`config.mk`:
```
export PLATFORM = sky130hd
export DESIGN_NAME = mem_access_ctrl_flat
export DESIGN_NICKNAME = d
export VERILOG_FILES = /design/src/rtl/mem_access_ctrl_pkg.sv /design/src/rtl/mem_access_ctrl_if.sv /design/src/rtl/mem_access_ctrl_timeout_counter.sv /design/src/rtl/mem_access_ctrl.sv /design/src/flat_wrapper.sv
export SDC_FILE = /design/constraint.sdc
export NUM_CORES = 1
export LEC_CHECK = 0
export CAP_MARGIN = 20
export CORE_ASPECT_RATIO = 1.75
export CORE_UTILIZATION = 40
export CTS_CLUSTER_DIAMETER = 50
export DETAILED_ROUTE_END_ITERATION = 16
export DONT_BUFFER_PORTS = 1
export PLACE_DENSITY = 0.53
export SLEW_MARGIN = 40
export SYNTH_ARGS = -nofsm -noshare
export SYNTH_HDL_FRONTEND = slang
export SYNTH_SLANG_ARGS = --single-unit
```
`constraint.sdc`:
```
create_clock -name Clock -period 3.2 [get_ports Clock]
set_input_delay 0.32 -clock Clock [delete_from_list [all_inputs] [get_ports Clock]]
set_output_delay 0.32 -clock Clock [all_outputs]
set_load 0.02 [all_outputs]
```
`src/rtl/mem_access_ctrl_pkg.sv`:
```
// -----------------------------------------------------------------------------
// mem_if_pkg
// Shared definitions for the processor-side RAM access controller:
//   - state_t         : controller state encoding
//   - MEM_READ/WRITE  : levels of the RAM Read_H_Write_L line
//   - DEFAULT_TIMEOUT : default per-phase handshake timeout in cycles
// -----------------------------------------------------------------------------
package mem_if_pkg;

  typedef enum logic [1:0] {
    ST_IDLE    = 2'd0,
    ST_ACCESS  = 2'd1,
    ST_RELEASE = 2'd2,
    ST_DONE    = 2'd3
  } state_t;

  localparam logic MEM_READ  = 1'b1;
  localparam logic MEM_WRITE = 1'b0;

  localparam int DEFAULT_TIMEOUT = 15;

endpackage

```
`src/rtl/mem_access_ctrl_if.sv`:
```
// -----------------------------------------------------------------------------
// Interfaces of the RAM access controller.
//   mem_req_if : control unit <-> controller (single load/store request and
//                one-cycle response). master = control unit, slave = controller.
//     Req_Valid/Req_Write/Req_Address/Req_WData  : request from control unit
//     Req_Ready/Resp_Valid/Resp_RData/Resp_Error : status/response to it
//   mem_bus_if : controller <-> RAM (four-phase strobe/MFC handshake).
//                master = controller, slave = RAM.
//     Mem_Address/Mem_Read_H_Write_L/Mem_Data_Out/Mem_Strobe : to RAM
//     Mem_Data_In/Mem_MFC                                    : from RAM
// -----------------------------------------------------------------------------
interface mem_req_if #(
  parameter int ADDR_W = 32,
  parameter int DATA_W = 32
);
  logic              Req_Valid;
  logic              Req_Write;
  logic [ADDR_W-1:0] Req_Address;
  logic [DATA_W-1:0] Req_WData;
  logic              Req_Ready;
  logic              Resp_Valid;
  logic [DATA_W-1:0] Resp_RData;
  logic              Resp_Error;

  modport master (
    output Req_Valid, Req_Write, Req_Address, Req_WData,
    input  Req_Ready, Resp_Valid, Resp_RData, Resp_Error
  );

  modport slave (
    input  Req_Valid, Req_Write, Req_Address, Req_WData,
    output Req_Ready, Resp_Valid, Resp_RData, Resp_Error
  );
endinterface

interface mem_bus_if #(
  parameter int ADDR_W = 32,
  parameter int DATA_W = 32
);
  logic [ADDR_W-1:0] Mem_Address;
  logic              Mem_Read_H_Write_L;
  logic [DATA_W-1:0] Mem_Data_Out;
  logic              Mem_Strobe;
  logic [DATA_W-1:0] Mem_Data_In;
  logic              Mem_MFC;

  modport master (
    output Mem_Address, Mem_Read_H_Write_L, Mem_Data_Out, Mem_Strobe,
    input  Mem_Data_In, Mem_MFC
  );

  modport slave (
    input  Mem_Address, Mem_Read_H_Write_L, Mem_Data_Out, Mem_Strobe,
    output Mem_Data_In, Mem_MFC
  );
endinterface

```
`src/rtl/mem_access_ctrl_timeout_counter.sv`:
```
// -----------------------------------------------------------------------------
// mem_timeout_counter
// Saturating cycle counter used to bound each handshake phase.
//   i_clk      : clock, rising edge
//   i_rst_n    : asynchronous active-low reset (count -> 0)
//   i_clear    : synchronous clear, wins over i_enable
//   i_enable   : count up by one, holding at TIMEOUT (never wraps)
//   o_terminal : count == TIMEOUT-1, decoded from the count register only
// -----------------------------------------------------------------------------
module mem_timeout_counter
  import mem_if_pkg::*;
#(
  parameter int TIMEOUT = DEFAULT_TIMEOUT
) (
  input  logic i_clk,
  input  logic i_rst_n,
  input  logic i_clear,
  input  logic i_enable,
  output logic o_terminal
);

  localparam int              CNT_W    = $clog2(TIMEOUT + 1);
  localparam logic [CNT_W-1:0] CNT_MAX  = CNT_W'(TIMEOUT);
  localparam logic [CNT_W-1:0] CNT_TERM = CNT_W'(TIMEOUT - 1);

  logic [CNT_W-1:0] r_count;

  always_ff @(posedge i_clk or negedge i_rst_n) begin
    if (!i_rst_n) begin
      r_count <= '0;
    end else if (i_clear) begin
      r_count <= '0;
    end else if (i_enable && (r_count != CNT_MAX)) begin
      r_count <= r_count + 1'b1;
    end
  end

  assign o_terminal = (r_count == CNT_TERM);

endmodule

```
`src/rtl/mem_access_ctrl.sv`:
```
// -----------------------------------------------------------------------------
// mem_access_ctrl
// Processor-side initiator for the RAM strobe/MFC four-phase handshake. Takes
// one load/store at a time from the control unit, drives the RAM, waits for
// MFC (bounded by TIMEOUT cycles per phase) and returns a one-cycle response.
//   Clock   : system clock, rising edge
//   Reset_L : asynchronous active-low reset; aborts any access in flight
//   req     : mem_req_if.slave  (request in, Req_Ready/response out)
//   mem     : mem_bus_if.master (address/direction/data/strobe out, data/MFC in)
// Every output is a register; none depends combinationally on an input.
// TIMEOUT must be at least 2.
// -----------------------------------------------------------------------------
module mem_access_ctrl
  import mem_if_pkg::*;
#(
  parameter int ADDR_W  = 32,
  parameter int DATA_W  = 32,
  parameter int TIMEOUT = DEFAULT_TIMEOUT
) (
  input logic       Clock,
  input logic       Reset_L,
  mem_req_if.slave  req,
  mem_bus_if.master mem
);

  state_t            r_state;
  logic              r_write;
  logic              r_error;
  logic              r_req_ready;
  logic              r_resp_valid;
  logic              r_resp_error;
  logic [DATA_W-1:0] r_resp_rdata;
  logic [ADDR_W-1:0] r_mem_addr;
  logic              r_mem_rhwl;
  logic [DATA_W-1:0] r_mem_dout;
  logic              r_mem_strobe;

  logic w_cnt_clear;
  logic w_cnt_en;
  logic w_cnt_term;

  // The counter restarts on acceptance and again when ACCESS ends, so each
  // handshake phase gets its own full TIMEOUT budget.
  always_comb begin
    w_cnt_clear = 1'b0;
    w_cnt_en    = 1'b0;
    case (r_state)
      ST_IDLE:    w_cnt_clear = req.Req_Valid;
      ST_ACCESS: begin
        w_cnt_en    = 1'b1;
        w_cnt_clear = mem.Mem_MFC | w_cnt_term;
      end
      ST_RELEASE: w_cnt_en = 1'b1;
      default:    ;
    endcase
  end

  mem_timeout_counter #(
    .TIMEOUT (TIMEOUT)
  ) u_timeout (
    .i_clk      (Clock),
    .i_rst_n    (Reset_L),
    .i_clear    (w_cnt_clear),
    .i_enable   (w_cnt_en),
    .o_terminal (w_cnt_term)
  );

  always_ff @(posedge Clock or negedge Reset_L) begin
    if (!Reset_L) begin
      r_state      <= ST_IDLE;
      r_write      <= 1'b0;
      r_error      <= 1'b0;
      r_req_ready  <= 1'b1;
      r_resp_valid <= 1'b0;
      r_resp_error <= 1'b0;
      r_resp_rdata <= '0;
      r_mem_addr   <= '0;
      r_mem_rhwl   <= MEM_READ;
      r_mem_dout   <= '0;
      r_mem_strobe <= 1'b0;
    end else begin
      // Response flags are single-cycle pulses unless re-armed below.
      r_resp_valid <= 1'b0;
      r_resp_error <= 1'b0;
      case (r_state)
        ST_IDLE: begin
          if (req.Req_Valid) begin
            r_write      <= req.Req_Write;
            r_error      <= 1'b0;
            r_req_ready  <= 1'b0;
            r_mem_addr   <= req.Req_Address;
            r_mem_rhwl   <= req.Req_Write ? MEM_WRITE : MEM_READ;
            r_mem_dout   <= req.Req_Write ? req.Req_WData : '0;
            r_mem_strobe <= 1'b1;
            r_state      <= ST_ACCESS;
          end
        end
        ST_ACCESS: begin
          // MFC is checked first so a completion on the last allowed cycle
          // still counts as success.
          if (mem.Mem_MFC || w_cnt_term) begin
            if (mem.Mem_MFC) begin
              r_error <= 1'b0;
              if (!r_write) r_resp_rdata <= mem.Mem_Data_In;
            end else begin
              r_error <= 1'b1;
              if (!r_write) r_resp_rdata <= '0;
            end
            r_mem_strobe <= 1'b0;
            r_mem_rhwl   <= MEM_READ;
            r_mem_dout   <= '0;
            r_state      <= ST_RELEASE;
          end
        end
        ST_RELEASE: begin
          // Wait for the RAM to drop MFC; give up after TIMEOUT cycles.
          if (!mem.Mem_MFC) begin
            r_resp_valid <= 1'b1;
            r_resp_error <= r_error;
            r_state      <= ST_DONE;
          end else if (w_cnt_term) begin
            r_error      <= 1'b1;
            r_resp_valid <= 1'b1;
            r_resp_error <= 1'b1;
            r_state      <= ST_DONE;
          end
        end
        default: begin
          r_req_ready <= 1'b1;
          r_state     <= ST_IDLE;
        end
      endcase
    end
  end

  assign req.Req_Ready          = r_req_ready;
  assign req.Resp_Valid         = r_resp_valid;
  assign req.Resp_RData         = r_resp_rdata;
  assign req.Resp_Error         = r_resp_error;
  assign mem.Mem_Address        = r_mem_addr;
  assign mem.Mem_Read_H_Write_L = r_mem_rhwl;
  assign mem.Mem_Data_Out       = r_mem_dout;
  assign mem.Mem_Strobe         = r_mem_strobe;

endmodule

```
`src/flat_wrapper.sv`:
```
// flat-port wrapper written by rule: the top's interface ports become plain ports
module mem_access_ctrl_flat import mem_if_pkg::*;
#(
  parameter int ADDR_W  = 32,
  parameter int DATA_W  = 32,
  parameter int TIMEOUT = DEFAULT_TIMEOUT
)
  (Clock, Reset_L, req_Req_Valid, req_Req_Write, req_Req_Address, req_Req_WData, req_Req_Ready, req_Resp_Valid, req_Resp_RData, req_Resp_Error, mem_Mem_Address, mem_Mem_Read_H_Write_L, mem_Mem_Data_Out, mem_Mem_Strobe, mem_Mem_Data_In, mem_Mem_MFC);
  mem_req_if #(.ADDR_W(ADDR_W), .DATA_W(DATA_W)) req_i ();
  mem_bus_if #(.ADDR_W(ADDR_W), .DATA_W(DATA_W)) mem_i ();
  input logic Clock;
  input logic Reset_L;
  input wire logic [$bits(req_i.Req_Valid)-1:0] req_Req_Valid;
  input wire logic [$bits(req_i.Req_Write)-1:0] req_Req_Write;
  input wire logic [$bits(req_i.Req_Address)-1:0] req_Req_Address;
  input wire logic [$bits(req_i.Req_WData)-1:0] req_Req_WData;
  output wire logic [$bits(req_i.Req_Ready)-1:0] req_Req_Ready;
  output wire logic [$bits(req_i.Resp_Valid)-1:0] req_Resp_Valid;
  output wire logic [$bits(req_i.Resp_RData)-1:0] req_Resp_RData;
  output wire logic [$bits(req_i.Resp_Error)-1:0] req_Resp_Error;
  output wire logic [$bits(mem_i.Mem_Address)-1:0] mem_Mem_Address;
  output wire logic [$bits(mem_i.Mem_Read_H_Write_L)-1:0] mem_Mem_Read_H_Write_L;
  output wire logic [$bits(mem_i.Mem_Data_Out)-1:0] mem_Mem_Data_Out;
  output wire logic [$bits(mem_i.Mem_Strobe)-1:0] mem_Mem_Strobe;
  input wire logic [$bits(mem_i.Mem_Data_In)-1:0] mem_Mem_Data_In;
  input wire logic [$bits(mem_i.Mem_MFC)-1:0] mem_Mem_MFC;
  assign req_i.Req_Valid = req_Req_Valid;
  assign req_i.Req_Write = req_Req_Write;
  assign req_i.Req_Address = req_Req_Address;
  assign req_i.Req_WData = req_Req_WData;
  assign req_Req_Ready = req_i.Req_Ready;
  assign req_Resp_Valid = req_i.Resp_Valid;
  assign req_Resp_RData = req_i.Resp_RData;
  assign req_Resp_Error = req_i.Resp_Error;
  assign mem_Mem_Address = mem_i.Mem_Address;
  assign mem_Mem_Read_H_Write_L = mem_i.Mem_Read_H_Write_L;
  assign mem_Mem_Data_Out = mem_i.Mem_Data_Out;
  assign mem_Mem_Strobe = mem_i.Mem_Strobe;
  assign mem_i.Mem_Data_In = mem_Mem_Data_In;
  assign mem_i.Mem_MFC = mem_Mem_MFC;
  mem_access_ctrl #(.ADDR_W(ADDR_W), .DATA_W(DATA_W), .TIMEOUT(TIMEOUT)) u_core (.Clock(Clock), .Reset_L(Reset_L), .req(req_i), .mem(mem_i));
endmodule
```
==> results.md, run 1 <==
- Unrepaired setup endpoints after global routing: false
- Hold wc startpoint: mem_Mem_MFC
- CTS tree: built
- H-Tree Depth: 3
- Slowest cell on the critical path: dfrtp_1
- Ports: 202
- FFs w/ async S/R, synth: 100%
- Slew @ Worst Pin: 540 ps
- Via density: 5.62
- Post-route insts no fill: 415
- Antenna violations before repair: 0
- CP required: 3470 ps
- Outcome: finished clean
- Cts hold-fix bufs: 2
- CP bufs+invs: 2
- Mapped cell area: 4210 µm²
- Max Fclk: 0.485 GHz
- Die outline area: 11000 µm²
- First-pass GRT wire length: 12.6 mm
- Simple-Gate Fraction of Synth Area: 3.47%
- # diodes: 0
- Post-route met1 wirelength: 3.36 mm
- Yosys cell types: 36
- Post-Route Skew: 12.3 ps
- Setup crit end kind: flop
- Die Y: 138 µm
- Hold Path Stages: 1
- Chip width: 79.6 µm
- Hold EP: u_core.req.Resp_Valid
- Clk_lat worst skew: 340 ps
- Average wire per standard cell: 21.2 µm
- Most frequent cells in the layout: dfrtp_1, a22o_1, mux2_2, clkbuf_16, inv_1
- Post-Place Cell Area: 4280 µm²
- Post-synthesis compound-gate area fraction: 16.4%
- Period utilisation layout: 64.4%
- Worst slew margin: 64.0%
- CP Data Arrival Time: 2330 ps
- Cells after Synth: 283
- CP max FO: 35
- Hold crit path type: in2reg
- Post-placement cell count: 397
- Setup TNS: 0 ps
- Setup Viol. Count Final: 0
- Core area: 10200 µm²
- CP delay by family, top: simple AND/OR/NAND/NOR gates
- WL met2: 4.54 mm
- Leakage power: 2.17 nW
- IO buf count: 0
- DPL Wire Length: 5.91 mm
- Post-CTS Setup Bufs: 0
- YS warnings: 0
- Peak VDD IR: 0.510 mV
- Worst reg2reg endpoint: u_core.mem.Mem_Data_Out[1]
- Fillcell total: 916
- Final hold violation count: 0
- Total Routing Usage GR: 15.5%
- Startpoint Class: flop
- Synthesized net count: 390
- FF+latch count, synth: 109
- Largest net degree at the start of global routing: 110
- Vias: 2334
- Sequential share of the synthesized area: 64.8%
- CTS buffer count: 9
- PD cells: 1190 nW/µm²
- Synth Area in Adders: 1.78%
- Share of cells above drive strength 1: 23.6%
- Max-capacitance violation count: 0
- Grt ovf: 0
- DRC violations left: 0
- Cells on worst reg2reg path: 6
- DR iter-0 viols: 128
- Clock sinks: 109
- Fin area: 4600 µm²
- Crit path largest cell delay: 400 ps
- Critical path launch point: u_core.r_state[0]
- Router iterations before antenna repair: 4
- Worst-path clk slew: 70 ps
- Routed Wire Length: 8.82 mm
- Vias in the first global route: 2318
- Crit-path cells: inv_1, ha_1, nand2_4, nor3b_4, buf_4, a22o_2
- R2R Setup Slk: 1140 ps
- Mux contribution to synthesized area: 9.56%
- XOR/XNOR share of the synthesized area: 0.208%
- Synthesized area per cell: 14.9 µm²
- Most common cell after layout, fill and taps aside: dfrtp_1
- CTS Buffer Depth: 2
- Launching point of the worst reg2reg path: u_core.r_state[0]
- Met3 Wirelength: 680 µm
- Post-CTS Resized: 0
- Area delta synth->final: 9.26%
- CTS Root Cell: clkbuf_16
- Largest family of logic cells by synthesized area: compound AO/OA/AOI/OAI gates
- EDFF count, synth: 0
- Fin. max-slew vios: 0
- Global placer's final weighted congestion: 0.724
- Top Layer Used: met4
- Total Power: 0.00548 W
- Final ANT Viol Nets: 0
- Nets: 390
- Top_reg_cell synth: dfrtp_1
- Starting Density: 41.2%
- Min cycle time layout: 2060 ps
- # rows: 49
- Critical path type: reg2reg
==> flip-flops by register name (all words and copies together) (netlist names) <==
register                       flops
u_core.mem.Mem_Address            32
u_core.mem.Mem_Data_Out           32
u_core.req.Resp_RData             32
u_core.u_timeout.r_count           4
u_core.r_state                     2
u_core.mem.Mem_Read_H_Write_L      1
u_core.mem.Mem_Strobe              1
u_core.r_error                     1
u_core.r_write                     1
u_core.req.Req_Ready               1
u_core.req.Resp_Error              1
u_core.req.Resp_Valid              1
==> stage by stage <==
step | hold WS [ps] | setup slack (ps) | utilization (%)
2_1_floorplan | 24.4 | 1560 | -
3_3_place_gp | 26.5 | 1180 | 41.8
3_5_place_dp | 26.6 | 1130 | 41.8
4_1_cts | 89.4 | 1110 | 45.0
5_1_grt | 87.7 | 933 | 45.0
6_report | 101 | 1140 | 45.0
==> routing by layer <==
| layer | track usage (%) | up-vias |
|---|---|---|
| met3 | 4.97 | 18 |
| met2 | 24.2 | 119 |
| met5 | 0 | - |
| li1 | - | 1039 |
| met1 | 18.8 | 1158 |
| met4 | 8.48 | 0 |
==> power breakdown <==
group | total (W) | switching, W | internal [W]
Sequential | 0.00316 | 0.00116 | 0.00200
Clock | 0.00108 | 0.000514 | 0.000564
Combinational | 0.00125 | 0.000586 | 0.000661
Total | 0.00548 | 0.00226 | 0.00322
==> cell type report <==
class	count	area (µm²)	share of cell area, %
Timing Repair Buffer	6	67.6	1.47
Clock buffer	10	239	5.19
Clock inverter	6	51.3	1.11
Multi-Input combinational cell	149	1330	28.8
Tap cell	127	159	3.45
Inverter	8	30.0	0.652
Sequential cell	109	2730	59.3
==> synth_stat cells, drive strengths merged, types with 5 or more instances <==
| cell type | number | share of area [%] |
|---|---|---|
| a21oi | 5 | 0.59 |
| a22o | 64 | 13 |
| buf | 16 | 3.0 |
| dfrtp | 107 | 64 |
| ha | 6 | 1.8 |
| inv | 8 | 0.71 |
| mux2 | 34 | 9.1 |
| nand2 | 7 | 0.80 |
| o21ai | 8 | 1.1 |
==> cells by family (layout without fill, tap and decap cells) <==
logic type	count (synthesis)	in the layout
buffers and inverters	25	30
xor gates and xnor gates	1	1
and+or+nand+nor	23	23
AOI/OAI and AO/OA	83	83
muxes	36	36
DFF	109	109
adders and majority gates	6	6
==> worst max-delay path by stage <==
stage | to | depth (start not counted)
final | u_core.mem.Mem_Data_Out[1] | 6
after global routing | u_core.mem.Mem_Data_Out[1] | 6
after CTS | u_core.mem.Mem_Data_Out[1] | 6
after detailed placement | u_core.mem.Mem_Data_Out[1] | 6
after global placement | u_core.mem.Mem_Data_Out[0] | 6
after floorplan | u_core.r_state[1] | 6
No activity file was read; power rests on OpenSTA's default activity.
==> run 2, diff against run 1 <==
--- a/config.mk
+++ b/config.mk
@@ -5,6 +5,7 @@
 export SDC_FILE = /design/constraint.sdc
 export NUM_CORES = 1
 export LEC_CHECK = 0
+export ABC_AREA = 1
 export CAP_MARGIN = 20
 export CORE_ASPECT_RATIO = 1.75
 export CORE_UTILIZATION = 40
==> constraint.sdc (replaced) <==
create_clock -name Clock -period 1.9 [get_ports Clock]
set_input_delay 0.19 -clock Clock [delete_from_list [all_inputs] [get_ports Clock]]
set_output_delay 0.19 -clock Clock [all_outputs]
set_load 0.02 [all_outputs]
==> run 2 against run 1 <==
Compared with the run above: the run now ends with negative hold slack left; first-iteration DRC count is the same; combinational power grew 110%; register-to-register slack lost 870 ps; utilization grew 8.9 points; worst hold slack lost 560 ps; clock power grew 76%; critical path type unchanged.
==> results.md, run 2 <==
- Fillcell total: 922 (was 916)
- Cells on worst reg2reg path: 8 (was 6)
- Post-Place Cell Area: 4560 µm² (was 4280 µm²)
- Average wire per standard cell: 15.4 µm (was 21.2 µm)
- CTS Buffer Depth: 2 (unchanged)
- CP Data Arrival Time: 1850 ps (was 2330 ps)
- CP required: 2120 ps (was 3470 ps)
- DPL Wire Length: 6.50 mm (was 5.91 mm)
- CP max FO: 46 (was 35)
- Dominant cell by count in the synthesized netlist: nand2_1 (was dfrtp_1)
- Synth cell count leaders: nand2_1, dfrtp_1, o21ai_1, mux2_2, buf_2 (was dfrtp_1, a22o_1, mux2_2, inv_1, buf_2)
- Nets: 627 (was 390)
- Die Y: 141 µm (was 138 µm)
- Crit path depth: 8 (was 6)
- DRC violations left: 0 (unchanged)
- # rows: 50 (was 49)
- Worst reg2reg endpoint: u_core.mem.Mem_Data_Out[2] (was u_core.mem.Mem_Data_Out[1])
- Setup Viol. Count Final: 0 (unchanged)
- WHS: -463 ps (was 101 ps)
- CP delay by family, top: buffers and inverters (was simple AND/OR/NAND/NOR gates)
- CP endpoint: u_core.mem.Mem_Data_Out[2] (was u_core.mem.Mem_Data_Out[1])
- Top_reg_cell synth: dfrtp_1 (unchanged)
- Leakage power: 2.64 nW (was 2.17 nW)
- Post-CTS Resized: 0 (unchanged)
- Ports: 202 (unchanged)
- Vias in the first global route: 3277 (was 2318)
- Clk_lat worst skew: 340 ps (about the same)
- Startpoint Class: flop (unchanged)
- Post-CTS Setup Bufs: 0 (unchanged)
- CP bufs+invs: 3 (was 2)
- Share of cells above drive strength 1: 13.1% (was 23.6%)
- Launching point of the worst reg2reg path: u_core.r_state[0] (unchanged)
- Grt ovf: 0 (unchanged)
- Synth top area cells: dfrtp_1, nand2_1, mux2_2 (was dfrtp_1, a22o_1, mux2_2)
- Cell taking the most area after synthesis: dfrtp_1 (unchanged)
- Critical path type: reg2reg (unchanged)
- Most common cell after layout, fill and taps aside: nand2_1 (was dfrtp_1)
- FFs w/ async S/R, synth: 100% (unchanged)
- Die outline area: 11500 µm² (was 11000 µm²)
- Total Routing Usage GR: 17.6% (was 15.5%)
- Chip width: 81.6 µm (was 79.6 µm)
- PD cells: 1730 nW/µm² (was 1190 nW/µm²)
- Top-area cell type share of the netlist area: 60.3% (was 63.5%)
- Yosys cell types: 24 (was 36)
- Final core utilization: 53.9% (was 45.0%)
- Synthesized net count: 539 (was 390)
- Period utilisation layout: 86.0% (was 64.4%)
- Post-placement cell count: 546 (was 397)
- Antenna violations before repair: 0 (unchanged)
- Final ANT Viol Nets: 0 (unchanged)
- R2R Setup Slk: 270 ps (was 1140 ps)
- Peak VDD IR: 0.945 mV (was 0.510 mV)
- Crit path largest cell delay: 420 ps (was 400 ps)
- Max-capacitance violation count: 0 (unchanged)
- Mapped cell area: 4440 µm² (was 4210 µm²)
- Clock sinks: 109 (unchanged)
- Starting Density: 41.3% (was 41.2%)
- Global placer's final weighted congestion: 0.770 (was 0.724)
- Worst-path clk slew: 70 ps (about the same)
- Setup crit end kind: flop (unchanged)
- Slew @ Worst Pin: 302 ps (was 540 ps)
- Synthesized area per cell: 10.3 µm² (was 14.9 µm²)
- Slowest cell on the critical path: dfrtp_1 (unchanged)
- Multi-input logic area: 1540 µm² (was 1330 µm²)
- Min cycle time layout: 1630 ps (was 2060 ps)
- IO buf count: 0 (unchanged)
- CTS buffer count: 9 (unchanged)
- FF/Latch Area: 2730 µm² (unchanged)
- YS warnings: 0 (unchanged)
- Max Fclk: 0.612 GHz (was 0.485 GHz)
- Core area: 10800 µm² (was 10200 µm²)
- Vias: 3288 (was 2334)
- Setup TNS: 0 ps (unchanged)
- Outcome: finished with violations (was finished clean)
- Worst slew margin: 79.9% (was 64.0%)
- Most frequent cells in the layout: nand2_1, dfrtp_1, dlygate4sd3_1, o21ai_1, mux2_2 (was dfrtp_1, a22o_1, mux2_2, clkbuf_16, inv_1)
- CTS Root Cell: clkbuf_16 (unchanged)
- Fin area: 5800 µm² (was 4600 µm²)
- H-Tree Depth: 3 (unchanged)
- DR iter-0 viols: 128 (unchanged)
- CTS tree: built (unchanged)
- Largest net degree at the start of global routing: 110 (unchanged)
- Fin. max-slew vios: 0 (unchanged)
- Post-Route Skew: 7.85 ps (was 12.3 ps)
- Cells after Synth: 432 (was 283)
- EDFF count, synth: 0 (unchanged)
- Post-route insts no fill: 655 (was 415)
- FF+latch count, synth: 109 (unchanged)
- Cts hold-fix bufs: 93 (was 2)
- # diodes: 0 (unchanged)
- Area delta synth->final: 30.7% (was 9.26%)
- Final hold violation count: 109 (was 0)
- Sequential share of the synthesized area: 61.5% (was 64.8%)
- First-pass GRT wire length: 15.5 mm (was 12.6 mm)
- Unrepaired setup endpoints after global routing: false (unchanged)
- Routed Wire Length: 10.1 mm (was 8.82 mm)
- Critical path launch point: u_core.r_state[0] (unchanged)
- Crit-path cells: inv_1, ha_1, inv_1, nand2_1, nand3_2, buf_12, nand2_1, o21ai_0 (was inv_1, ha_1, nand2_4, nor3b_4, buf_4, a22o_2)
- Hold crit path type: in2async (was in2reg)
- Router iterations before antenna repair: 6 (was 4)
- Failing checks: negative hold slack
- Via density: 5.02 (was 5.62)
==> run 2: worst min-delay path by stage <==
| stage | start | to |
|---|---|---|
| after detailed placement | Reset_L | u_core.mem.Mem_Data_Out[27] |
| after global placement | Reset_L | u_core.mem.Mem_Address[26] |
| after global routing | Reset_L | u_core.mem.Mem_Data_Out[27] |
| after floorplan | Reset_L | u_core.mem.Mem_Address[0] |
| after CTS | Reset_L | u_core.mem.Mem_Address[14] |
| final | Reset_L | u_core.mem.Mem_Data_Out[27] |
==> run 2: logic make-up (layout without fill, tap and decap cells) <==
family / count (synthesis) / count (layout) / share of synthesized area (%)
compound gates: 78 / 78 / 9.27
fa+ha+maj: 6 / 6 / 1.69
buf+inv: 34 / 127 / 3.89
flops: 109 / 109 / 61.5
mux: 32 / 32 / 8.12
simple gates: 173 / 173 / 15.5
==> run 2: through the flow <==
stage / setup slack [ps] / total power, W
2_1_floorplan: 408 / 0.00743
3_3_place_gp: 315 / 0.00795
3_5_place_dp: 261 / 0.00807
4_1_cts: 259 / 0.0102
5_1_grt: 67.6 / 0.0107
6_report: 267 / 0.0101
==> run 2: cell type report <==
class / instances / share of cell area [%]
Clock buffer: 10 / 3.95
Clock inverter: 6 / 1.23
Inverter: 11 / 0.712
Multi-Input combinational cell: 289 / 26.5
Sequential cell: 109 / 47.1
Tap cell: 130 / 2.80
Timing Repair Buffer: 100 / 17.8
==> run 2: report_power, final <==
group,leakage (nW),internal (W),switching (W)
combinational,1.11,0.00121,0.00138
clock,0.145,0.00104,0.000860
sequential,1.38,0.00344,0.00212
==> run 2: metal layers <==
metal	vias up	wire length, µm	global-route usage (%)
met5	-	0	0
met4	0	210	8.13
met3	18	760	4.76
met2	141	5250	30.1
met1	1550	3880	19.8
li1	1579	-	-
==> run 3, diff against run 2 <==
--- a/config.mk
+++ b/config.mk
@@ -8,6 +8,7 @@
 export ABC_AREA = 1
 export CAP_MARGIN = 20
 export CORE_ASPECT_RATIO = 1.75
+export CORE_MARGIN = 1.5
 export CORE_UTILIZATION = 40
 export CTS_CLUSTER_DIAMETER = 50
 export DETAILED_ROUTE_END_ITERATION = 16
==> run 3 against run 2 <==
Compared with the run above: the run still ends with negative hold slack left; largest cell class unchanged; highest routed layer unchanged; cell area decreased by 0.15%; critical endpoint is now u_core.mem.Mem_Data_Out[21]; non-clock buffer count shrank 3; utilization down 0.081 points; global-route usage down 0.75 points.
==> results.md, run 3 (synthesis gave the netlist of run 2 again) <==
- Outcome: finished with violations (unchanged)
- Failing checks: negative hold slack (unchanged)
- Fillcell total: 931 (was 922)
- Most common cell after layout, fill and taps aside: nand2_1 (unchanged)
- Setup TNS: 0 ps (unchanged)
- Post-Route Skew: 9.12 ps (was 7.85 ps)
- First-pass GRT wire length: 15.1 mm (was 15.5 mm)
- Min cycle time layout: 1670 ps (was 1630 ps)
- Ports: 202 (unchanged)
- Final core utilization: 53.8% (was 53.9%)
- Startpoint Class: flop (unchanged)
- Chip width: 82.6 µm (was 81.6 µm)
- CTS tree: built (unchanged)
- Post-CTS Setup Bufs: 0 (unchanged)
- Final ANT Viol Nets: 0 (unchanged)
- # diodes: 0 (unchanged)
- Internal power: 0.00585 W (was 0.00569 W)
- DPL Wire Length: 6.52 mm (was 6.50 mm)
- CTS buffer count: 9 (unchanged)
- Largest net degree at the start of global routing: 110 (unchanged)
- Starting Density: 41.3% (unchanged)
- Unrepaired setup endpoints after global routing: false (unchanged)
- # rows: 50 (unchanged)
- Critical path type: reg2reg (unchanged)
- Setup WS pre-CTS: 41.1 ps (was 261 ps)
- Setup crit end kind: flop (unchanged)
- FF/Latch Area: 2730 µm² (unchanged)
- Max-capacitance violation count: 0 (unchanged)
- NetSw: 0.00438 W (was 0.00436 W)
- Peak VDD IR: 0.844 mV (was 0.945 mV)
- DR iter-0 viols: 81 (was 128)
- Slew @ Worst Pin: 557 ps (was 302 ps)
- Hold crit path type: in2async (unchanged)
- Average wire per standard cell: 15.2 µm (was 15.4 µm)
- DRC violations left: 0 (unchanged)
- Global placer's final weighted congestion: 0.756 (was 0.770)
- Vias in the first global route: 3129 (was 3277)
- Clk_lat worst skew: 340 ps (about the same)
- Sw Ratio: 42.8% (was 43.4%)
- Most frequent cells in the layout: nand2_1, dfrtp_1, dlygate4sd3_1, o21ai_1, mux2_2 (unchanged)
- Max Fclk: 0.598 GHz (was 0.612 GHz)
- Nets: 624 (was 627)
- Area delta synth->final: 30.5% (was 30.7%)
- CTS Buffer Depth: 2 (unchanged)
- Total Routing Usage GR: 16.8% (was 17.6%)
- Core area: 10800 µm² (unchanged)
- CTS Root Cell: clkbuf_16 (unchanged)
- Worst slew margin: 62.8% (was 79.9%)
- WHS: -456 ps (was -463 ps)
- Die outline area: 11800 µm² (was 11500 µm²)
- Cts hold-fix bufs: 87 (was 93)
- PD cells: 1770 nW/µm² (was 1730 nW/µm²)
- Clock sinks: 109 (unchanged)
- Fin. max-slew vios: 0 (unchanged)
- Grt ovf: 0 (unchanged)
- Launching point of the worst reg2reg path: u_core.r_state[0] (unchanged)
- Seq pwr share: 54.4% (was 55.3%)
- Share of cells above drive strength 1: 13.8% (was 13.1%)
- Clock power share: 18.1% (was 18.9%)
- Final hold violation count: 109 (unchanged)
- Antenna violations before repair: 0 (unchanged)
- Slack of the critical path: 228 ps (was 267 ps)
- Vias: 3239 (was 3288)
- Multi-input logic area: 1540 µm² (about the same)
- Critical path launch point: u_core.r_state[0] (unchanged)
- Setup Viol. Count Final: 0 (unchanged)
- Routed Wire Length: 9.93 mm (was 10.1 mm)
- Total Power: 0.0102 W (was 0.0101 W)
- H-Tree Depth: 3 (unchanged)
- Router iterations before antenna repair: 4 (was 6)
- Worst-path clk slew: 70 ps (about the same)
- CP required: 2120 ps (about the same)
- CP max FO: 16 (was 46)
- Via density: 4.97 (was 5.02)
- IO buf count: 0 (unchanged)
- Combinational power share: 27.5% (was 25.8%)
- CP Data Arrival Time: 1890 ps (was 1850 ps)
- Die Y: 142 µm (was 141 µm)
- Leakage power: 2.64 nW (about the same)
- Period utilisation layout: 88.0% (was 86.0%)
==> run 3: cell types whose count changed in the layout (fill, tap and decap cells not counted) <==
cell           change
dlygate4sd3_1      -6
buf_12             +2
buf_2              +1
clkinv_4           +1
clkinvlp_4         -1
inv_6              +1
inv_8              -1
nand3_2            -1
nand3_4            +1
==> run 3: metal layers <==
metal	track usage [%]	vias to the layer above	wire, µm
met5	0	-	0
met3	5.00	16	691
met2	29.1	139	5230
met4	7.28	0	242
met1	18.6	1507	3760
li1	-	1577	-
==> run 3: power by group through the flow <==
stage / sequential [W] / clock (W) / combinational [W]
floorplan: 0.00532 / 0 / 0.00211
global placement: 0.00560 / 0 / 0.00257
detailed placement: 0.00561 / 0 / 0.00267
CTS: 0.00558 / 0.00193 / 0.00283
global route: 0.00573 / 0.00201 / 0.00321
finish: 0.00557 / 0.00185 / 0.00281
==> run 3: final timing paths <==
path | to | slack, ps | cells after the start
max | u_core.mem.Mem_Data_Out[21] | 230 | 8
min | u_core.mem.Mem_Data_Out[26] | -460 | 0
max reg2reg | u_core.mem.Mem_Data_Out[21] | 230 | 8
min reg2reg | u_core.r_error | 490 | 2
max in group asynchronous | u_core.mem.Mem_Read_H_Write_L | 2160 | 0
min in group Clock | u_core.req.Resp_RData[4] | 10 | 2
==> run 3: through the flow <==
stage               hold slack, ps  std cells  area, µm²
floorplan                     -106        432       4440
global placement              -101        549       4620
detailed placement            -102        549       4620
CTS                           -474        652       5790
global route                  -483        652       5790
finish                        -456        652       5790
==> run 3: layout make-up <==
type | instances | share of cell area (%)
inverter | 11 | 0.713
tap | 130 | 2.81
multi-input combinational | 289 | 26.7
timing repair buffer | 97 | 17.5
sequential | 109 | 47.1
clock inverter | 6 | 1.21
clock buffer | 10 | 3.95
==> run 3: critical path, stage by stage (launching register included) <==
cell and delay, ps:
dfrtp_1 410, inv_1 90, ha_1 230, inv_1 80
nand2_1 140, nand3_4 230, buf_4 240, nand2_1 60
o21ai_1 70
==> run 3: repair_timing <==
action / 4_1_cts / 5_1_grt
resized for setup: 0 / 1
setup endpoints to repair: 0 / 30
hold endpoints to repair: 201 / 109
